<file path="config.mk">
export PLATFORM = sky130hd
export DESIGN_NAME = bridge_leaf_regs_flat
export DESIGN_NICKNAME = d
export VERILOG_FILES = /design/src/rtl/bridge_leaf_regs_if.sv /design/src/rtl/bridge_leaf_regs.sv /design/src/flat_wrapper.sv
export SDC_FILE = /design/constraint.sdc
export NUM_CORES = 1
export LEC_CHECK = 0
export BUFFER_PORTS_ARGS = -buffer_cell sky130_fd_sc_hd__buf_4
export CAP_MARGIN = 20
export CORE_AREA = 2 2 311 313
export DETAILED_ROUTE_END_ITERATION = 7
export DIE_AREA = 0 0 313 315
export PLACE_DENSITY = 0.51
export SLEW_MARGIN = 20
export SYNTH_ARGS = -nofsm -noshare
export SYNTH_HDL_FRONTEND = slang
export SYNTH_SLANG_ARGS = --single-unit
</file>
<file path="constraint.sdc">
create_clock -name clk_74a -period 25.9 [get_ports clk_74a]
set_input_delay 3.885 -clock clk_74a [delete_from_list [all_inputs] [get_ports clk_74a]]
set_output_delay 3.885 -clock clk_74a [all_outputs]
set_load 0.05 [all_outputs]
</file>
<file path="src/rtl/bridge_leaf_regs_if.sv">
// Bridge-side bus bundle for bridge_leaf_regs.
// Handshake: bridge_rd and bridge_wr are single-cycle strobes with no
// ready/backpressure; the leaf always accepts. bridge_rd_data becomes valid
// a fixed RD_LATENCY cycles after bridge_rd and holds until the next read
// completes.
interface bridge_leaf_regs_if;
    logic [31:0] bridge_addr;
    logic        bridge_rd;
    logic        bridge_wr;
    logic [31:0] bridge_wr_data;
    logic [31:0] bridge_rd_data;

    modport master (
        output bridge_addr,
        output bridge_rd,
        output bridge_wr,
        output bridge_wr_data,
        input  bridge_rd_data
    );

    modport slave (
        input  bridge_addr,
        input  bridge_rd,
        input  bridge_wr,
        input  bridge_wr_data,
        output bridge_rd_data
    );
endinterface

</file>
<file path="src/rtl/bridge_leaf_regs.sv">
// Register-file leaf on the bridge bus: NUM_RO read-only status words at the
// low indices mirror status_in, the rest are RW registers writable from the
// bridge (with a per-register strobe) and from the core (bridge wins on a
// same-index collision). Reads complete after a fixed RD_LATENCY.
// Optional macro BRIDGE_LEAF_REGS_BYTESWAP_EN byte-reverses bridge write data
// before storage and bridge read data on output; core ports never swap.
module bridge_leaf_regs #(
    parameter int          NUM_REGS    = 16,
    parameter int          NUM_RO      = 4,
    parameter int          RD_LATENCY  = 2,
    parameter logic [31:0] RESET_VALUE = 32'h0,
    localparam int         IDX_W       = $clog2(NUM_REGS),
    localparam int         RO_W        = (NUM_RO == 0) ? 1 : NUM_RO
) (
    input  logic                      clk_74a,
    input  logic                      reset,
    bridge_leaf_regs_if.slave         bus,
    input  logic [32*RO_W-1:0]        status_in,
    output logic [32*NUM_REGS-1:0]    regs_q,
    output logic [NUM_REGS-1:0]       reg_wr_stb,
    input  logic                      core_wr,
    input  logic [IDX_W-1:0]          core_wr_idx,
    input  logic [31:0]               core_wr_data,
    output logic                      core_wr_lost
);
    // Depth of the registered part of the read pipeline; the final stage is
    // the bridge_rd_data holding register itself.
    localparam int PD = (RD_LATENCY > 1) ? RD_LATENCY - 1 : 1;

    function automatic logic [31:0] swap_bytes(input logic [31:0] w);
        return {w[7:0], w[15:8], w[23:16], w[31:24]};
    endfunction

    logic [31:0]         rw_q [NUM_REGS];
    logic [31:0]         rw_d [NUM_REGS];
    logic [31:0]         cur_word [NUM_REGS];
    logic [NUM_REGS-1:0] reg_wr_stb_q, reg_wr_stb_d;
    logic                core_wr_lost_q, core_wr_lost_d;
    logic [PD-1:0]       pv_q, pv_d;
    logic [31:0]         pd_q [PD];
    logic [31:0]         pd_d [PD];
    logic [31:0]         rd_data_q, rd_data_d;

    logic [IDX_W-1:0]    b_idx;
    logic                b_in_range;
    logic                b_wr_ok;
    logic                c_wr_drop;
    logic [31:0]         wr_word;
    logic [31:0]         rd_word;
    logic                done_v;
    logic [31:0]         done_data;
    logic                unused_addr_lsbs;

    assign b_idx            = bus.bridge_addr[IDX_W+1:2];
    assign b_in_range       = (bus.bridge_addr[31:IDX_W+2] == '0);
    assign unused_addr_lsbs = ^bus.bridge_addr[1:0];

    // Current view of every slot: RO slots follow status_in live.
    for (genvar i = 0; i < NUM_REGS; i++) begin : g_view
        if (i < NUM_RO) begin : g_ro
            assign cur_word[i] = status_in[32*i +: 32];
        end else begin : g_rw
            assign cur_word[i] = rw_q[i];
        end
        assign regs_q[32*i +: 32] = cur_word[i];
    end

    // Data conversion between bridge byte order and storage order.
    always_comb begin
`ifdef BRIDGE_LEAF_REGS_BYTESWAP_EN
        wr_word = swap_bytes(bus.bridge_wr_data);
        rd_word = b_in_range ? swap_bytes(cur_word[b_idx]) : 32'h0;
`else
        wr_word = bus.bridge_wr_data;
        rd_word = b_in_range ? cur_word[b_idx] : 32'h0;
`endif
    end

    // Write arbitration: bridge writes to RW slots, core writes yield on collision.
    always_comb begin
        b_wr_ok   = bus.bridge_wr && b_in_range && (int'(b_idx) >= NUM_RO);
        c_wr_drop = core_wr && ((int'(core_wr_idx) < NUM_RO) ||
                                (b_wr_ok && (core_wr_idx == b_idx)));
        for (int i = 0; i < NUM_REGS; i++) rw_d[i] = rw_q[i];
        if (core_wr && !c_wr_drop) rw_d[core_wr_idx] = core_wr_data;
        if (b_wr_ok) rw_d[b_idx] = wr_word;
        reg_wr_stb_d = '0;
        if (b_wr_ok) reg_wr_stb_d[b_idx] = 1'b1;
        core_wr_lost_d = c_wr_drop;
    end

    // Read pipeline: data is captured on the bridge_rd cycle (pre-write value,
    // status sampled then) and shifted along with its valid bit.
    always_comb begin
        pv_d = '0;
        for (int k = 0; k < PD; k++) pd_d[k] = pd_q[k];
        pv_d[0] = bus.bridge_rd;
        pd_d[0] = rd_word;
        for (int k = 1; k < PD; k++) begin
            pv_d[k] = pv_q[k-1];
            pd_d[k] = pd_q[k-1];
        end
        if (RD_LATENCY == 1) begin
            done_v    = bus.bridge_rd;
            done_data = rd_word;
        end else begin
            done_v    = pv_q[PD-1];
            done_data = pd_q[PD-1];
        end
        rd_data_d = done_v ? done_data : rd_data_q;
    end

    // State registers; reset also drops any read in flight.
    always_ff @(posedge clk_74a or posedge reset) begin
        if (reset) begin
            for (int i = 0; i < NUM_REGS; i++) rw_q[i] <= RESET_VALUE;
            for (int k = 0; k < PD; k++) pd_q[k] <= 32'h0;
            pv_q           <= '0;
            rd_data_q      <= 32'h0;
            reg_wr_stb_q   <= '0;
            core_wr_lost_q <= 1'b0;
        end else begin
            for (int i = 0; i < NUM_REGS; i++) rw_q[i] <= rw_d[i];
            for (int k = 0; k < PD; k++) pd_q[k] <= pd_d[k];
            pv_q           <= pv_d;
            rd_data_q      <= rd_data_d;
            reg_wr_stb_q   <= reg_wr_stb_d;
            core_wr_lost_q <= core_wr_lost_d;
        end
    end

    assign bus.bridge_rd_data = rd_data_q;
    assign reg_wr_stb         = reg_wr_stb_q;
    assign core_wr_lost       = core_wr_lost_q;
endmodule

</file>
<file path="src/flat_wrapper.sv">
// flat-port wrapper written by rule: the top's interface ports become plain ports
module bridge_leaf_regs_flat 
#(
    parameter int          NUM_REGS    = 16,
    parameter int          NUM_RO      = 4,
    parameter int          RD_LATENCY  = 2,
    parameter logic [31:0] RESET_VALUE = 32'h0,
    localparam int         IDX_W       = $clog2(NUM_REGS),
    localparam int         RO_W        = (NUM_RO == 0) ? 1 : NUM_RO
)
  (clk_74a, reset, status_in, regs_q, reg_wr_stb, core_wr, core_wr_idx, core_wr_data, core_wr_lost, bus_bridge_addr, bus_bridge_rd, bus_bridge_wr, bus_bridge_wr_data, bus_bridge_rd_data);
  bridge_leaf_regs_if bus_i ();
  input  logic clk_74a;
  input  logic reset;
  input  logic [32*RO_W-1:0] status_in;
  output logic [32*NUM_REGS-1:0] regs_q;
  output logic [NUM_REGS-1:0] reg_wr_stb;
  input  logic core_wr;
  input  logic [IDX_W-1:0] core_wr_idx;
  input  logic [31:0] core_wr_data;
  output logic core_wr_lost;
  input wire logic [$bits(bus_i.bridge_addr)-1:0] bus_bridge_addr;
  input wire logic [$bits(bus_i.bridge_rd)-1:0] bus_bridge_rd;
  input wire logic [$bits(bus_i.bridge_wr)-1:0] bus_bridge_wr;
  input wire logic [$bits(bus_i.bridge_wr_data)-1:0] bus_bridge_wr_data;
  output wire logic [$bits(bus_i.bridge_rd_data)-1:0] bus_bridge_rd_data;
  assign bus_i.bridge_addr = bus_bridge_addr;
  assign bus_i.bridge_rd = bus_bridge_rd;
  assign bus_i.bridge_wr = bus_bridge_wr;
  assign bus_i.bridge_wr_data = bus_bridge_wr_data;
  assign bus_bridge_rd_data = bus_i.bridge_rd_data;
  bridge_leaf_regs #(.NUM_REGS(NUM_REGS), .NUM_RO(NUM_RO), .RD_LATENCY(RD_LATENCY), .RESET_VALUE(RESET_VALUE)) u_core (.clk_74a(clk_74a), .reset(reset), .bus(bus_i), .status_in(status_in), .regs_q(regs_q), .reg_wr_stb(reg_wr_stb), .core_wr(core_wr), .core_wr_idx(core_wr_idx), .core_wr_data(core_wr_data), .core_wr_lost(core_wr_lost));
endmodule
</file>
==> qor.csv <==
stage,metric,value,unit
run_status,status,"finished, final reports clean",
critical_path,WS Path Type,in -> out,
critical_path,Most common cell on crit path,buf_4,
yosys,cell area after synthesis,0.0277,mm²
routing,Antenna Nets Post-Route,0,
yosys,number of synthesized flops with an enable pin,0,
global_route,global-route wire length before repair,194,mm
layout,Layout area overhead,27.2,%
placement,gp weighted congestion,0.898,
yosys,largest family of logic cells by synthesized area,simple AND/OR/NAND/NOR gates,
layout,final net count,3555,
cts,CTS H-tree lvls,2,
cts,TritonCTS clock tree,built,
global_route,initial antenna violation count,27,
sta,Worst-Margin Slew,1210,ps
sta,"Slew Viols, Final",0,
cts,CTS Buffer Depth,3,
sta,final hold viol count,0,
yosys,Synth Area in XOR/XNOR,0.0950,%
power,leakage power,15.3,nW
global_route,most used routing layer,met1,
cts,worst-skew pair later-pin latency,630,ps
sta,achievable frequency,123,MHz
sta,final worst path period share,31.3,%
job,Max Cap Viol,0,
yosys,Async SR Flop Fraction,100,%
sta,Hold WS,472,ps
critical_path,buffer and inverter count on the worst path,2,
yosys,complex-gate fraction of the synthesized area,16.1,%
critical_path,Worst Path Arrival,4210,ps
global_route,vias in the first global route,24222,
cts,Hold Buf Count CTS,0,
sta,Max transition margin,19.4,%
routing,Residual DRC,0,
global_route,gr usage total,27.2,%
routing,wire length per cell,29.9,µm
cts,postcts setup bufs,0,
critical_path,crit path launch type,input pin,
die,die height,315,µm
power,Overall Power,3.00,mW
cts,clock sink count,466,
die,Die Area,0.0986,mm²
sta,RSZ-0062 raised after global routing,false,
critical_path,Critical Path Fanout Max,2,
power,Max VDD drop,0.0500,mV
yosys,post-synthesis adder-cell area fraction,0,%
routing,Vias,26316,
placement,HPWL Detailed,96.9,mm
placement,IO Port Bufs,791,
yosys,post-synthesis sequential area ratio,42.1,%
power,Power Dens Cells,85.2,mW/mm²
cts,Post-CTS Resized,0,
sta,setup TNS,0,ps
routing,DRT Pass-1 Iters,6,
min_path,Hold Crit Class,reg -> reg,
yosys,Synth cell types,40,
critical_path,CP max stage delay,190,ps
yosys,simple-gate share of the synthesized area,18.2,%
layout,Fillers,9651,
sta,clock skew,23.8,ps
critical_path,slowest CP cell,buf_4,
yosys,Syn Area/Cell,9.51,µm²
routing,Via density,5.65,
routing,WL final,139,mm
critical_path,Top Family by Delay on Critical Path,buffers and inverters,
yosys,Mapped Cells,2909,
global_route,met3 Track Usage GR,7.49,%
die,Core Footprint,0.0957,mm²
global_route,maximum number of pins on one net before global-route repair,271,
sta,final setup violation count,0,
layout,fraction of final layout cells sized beyond drive strength 1,33.9,%
yosys,synth warn,0,
routing,initial drt markers,2842,
sta,crit path time final,8100,ps
critical_path,Worst EP required,22010,ps
cts,root buf cell,clkbuf_16,
global_route,met2 Resource Use GR,39.1,%
cts,Worst-path clk slew,60,ps
die,Starting Density,28.9,%
die,I/O pins,794,
global_route,M1 GR Usage,39.8,%
critical_path,crit-path cells,buf_4 > buf_4,
die,Die W,313,µm
die,Site Rows,114,
global_route,final global-route overflow total,0,
critical_path,Critical Path End Type,primary output,
yosys,Synth Flop Type,dfrtp_1,
yosys,multiplexer share of the synthesized area,14.3,%
yosys,Seq cells post-synth,466,
cts,TritonCTS buffer count,57,
==> per-stage QoR <==
| step | util [%] | worst slack [ps] | instance area, µm² | instances |
|---|---|---|---|---|
| after floorplan | - | 9020 | 27700 | 2912 |
| after global placement | 34.7 | 17800 | 33200 | 4539 |
| after detailed placement | 34.7 | 17800 | 33200 | 4539 |
| after CTS | 36.7 | 17800 | 35200 | 4639 |
| after global routing | 36.7 | 17800 | 35200 | 4646 |
| final | 36.8 | 17800 | 35200 | 4660 |
==> synthesized netlist by cell type (3+ instances only) <==
cell type / n / area, µm²
or3_1: 382 / 2390
o21ai_0: 344 / 1720
and2_1: 3 / 18.8
mux2_2: 32 / 360
clkbuf_1: 247 / 927
inv_1: 14 / 52.6
nor4_4: 4 / 85.1
buf_1: 10 / 37.5
and3_1: 34 / 213
nand4_1: 12 / 75.1
dfrtp_1: 466 / 11700
buf_4: 132 / 991
xnor2_1: 3 / 26.3
a31oi_1: 382 / 2390
mux4_2: 160 / 3600
buf_6: 3 / 33.8
nand2_1: 66 / 248
buf_2: 78 / 390
o21ai_1: 40 / 200
nor2_1: 390 / 1460
nor2b_1: 3 / 18.8
nand3b_1: 34 / 255
clkbuf_2: 14 / 70.1
nand3_1: 35 / 175
==> flip-flops by register name, indices dropped and copies added, names as in the netlist <==
name and count:
u_core.regs_q 384, u_core.done_v 1, u_core.core_wr_lost 1, u_core.done_data 32, u_core.reg_wr_stb 16, u_core.bus.bridge_rd_data 32
==> path summary, 6_finish.rpt <==
kind | slack (ps) | cells past startpoint | start | endpoint
max | 17800 | 2 | status_in[66] | regs_q[66]
min | 470 | 1 | u_core.done_data[23] | u_core.bus.bridge_rd_data[23]
max reg2reg | 24010 | 3 | u_core.regs_q[376] | u_core.done_data[24]
min reg2reg | 470 | 1 | u_core.done_data[23] | u_core.bus.bridge_rd_data[23]
max in group asynchronous | 20390 | 4 | reset | u_core.regs_q[267]
min in group asynchronous | 3320 | 2 | reset | u_core.regs_q[191]
==> area by class of cell <==
class / instances / area, µm² / area share, %
multi-input cells: 1946 / 13600 / 38.5
flip-flops and latches: 466 / 11700 / 33.1
repair buffers: 836 / 6320 / 18.0
clock buffers: 80 / 1670 / 4.76
well taps: 1276 / 1600 / 4.54
clock inverters: 20 / 265 / 0.754
inverters: 15 / 63.8 / 0.181
diodes: 21 / 52.6 / 0.149
==> cell families (layout without fill, tap and decap cells) <==
logic type | Yosys count | in the layout
AOI/OAI and AO/OA | 776 | 776
xor gates and xnor gates | 3 | 3
other | 1 | 25
and+or+nand+nor | 971 | 971
DFF | 466 | 466
buffers and inverters | 500 | 951
muxes | 192 | 192
==> power by group <==
part           leakage [nW]  internal, mW  switching (mW)
Combinational          8.35         0.352           0.821
Sequential             6.01         0.852           0.124
Clock                 0.961         0.499           0.351
==> routing by layer <==
layer,vias up,part of all wire [%],routed length (µm)
met5,-,0.0079,11
met4,2,2.6,3640
met3,166,9.9,13700
met2,1284,43,59700
met1,13420,45,62000
li1,11444,-,-
==> cell usage in the layout, fill, tap and decap left out, drive strengths merged, types with 13 or more instances in the layout <==
cell,Yosys,routed
mux2,32,32
or3,382,382
dfrtp,466,466
mux4,160,160
nand3,36,36
nand2,66,66
diode,0,21
a31oi,382,382
nor2,390,390
buf,224,836
nand4,13,13
and3,34,34
inv,14,18
nand3b,34,34
clkbuf,261,80
o21ai,384,384
(Power assumes the default switching activity.)
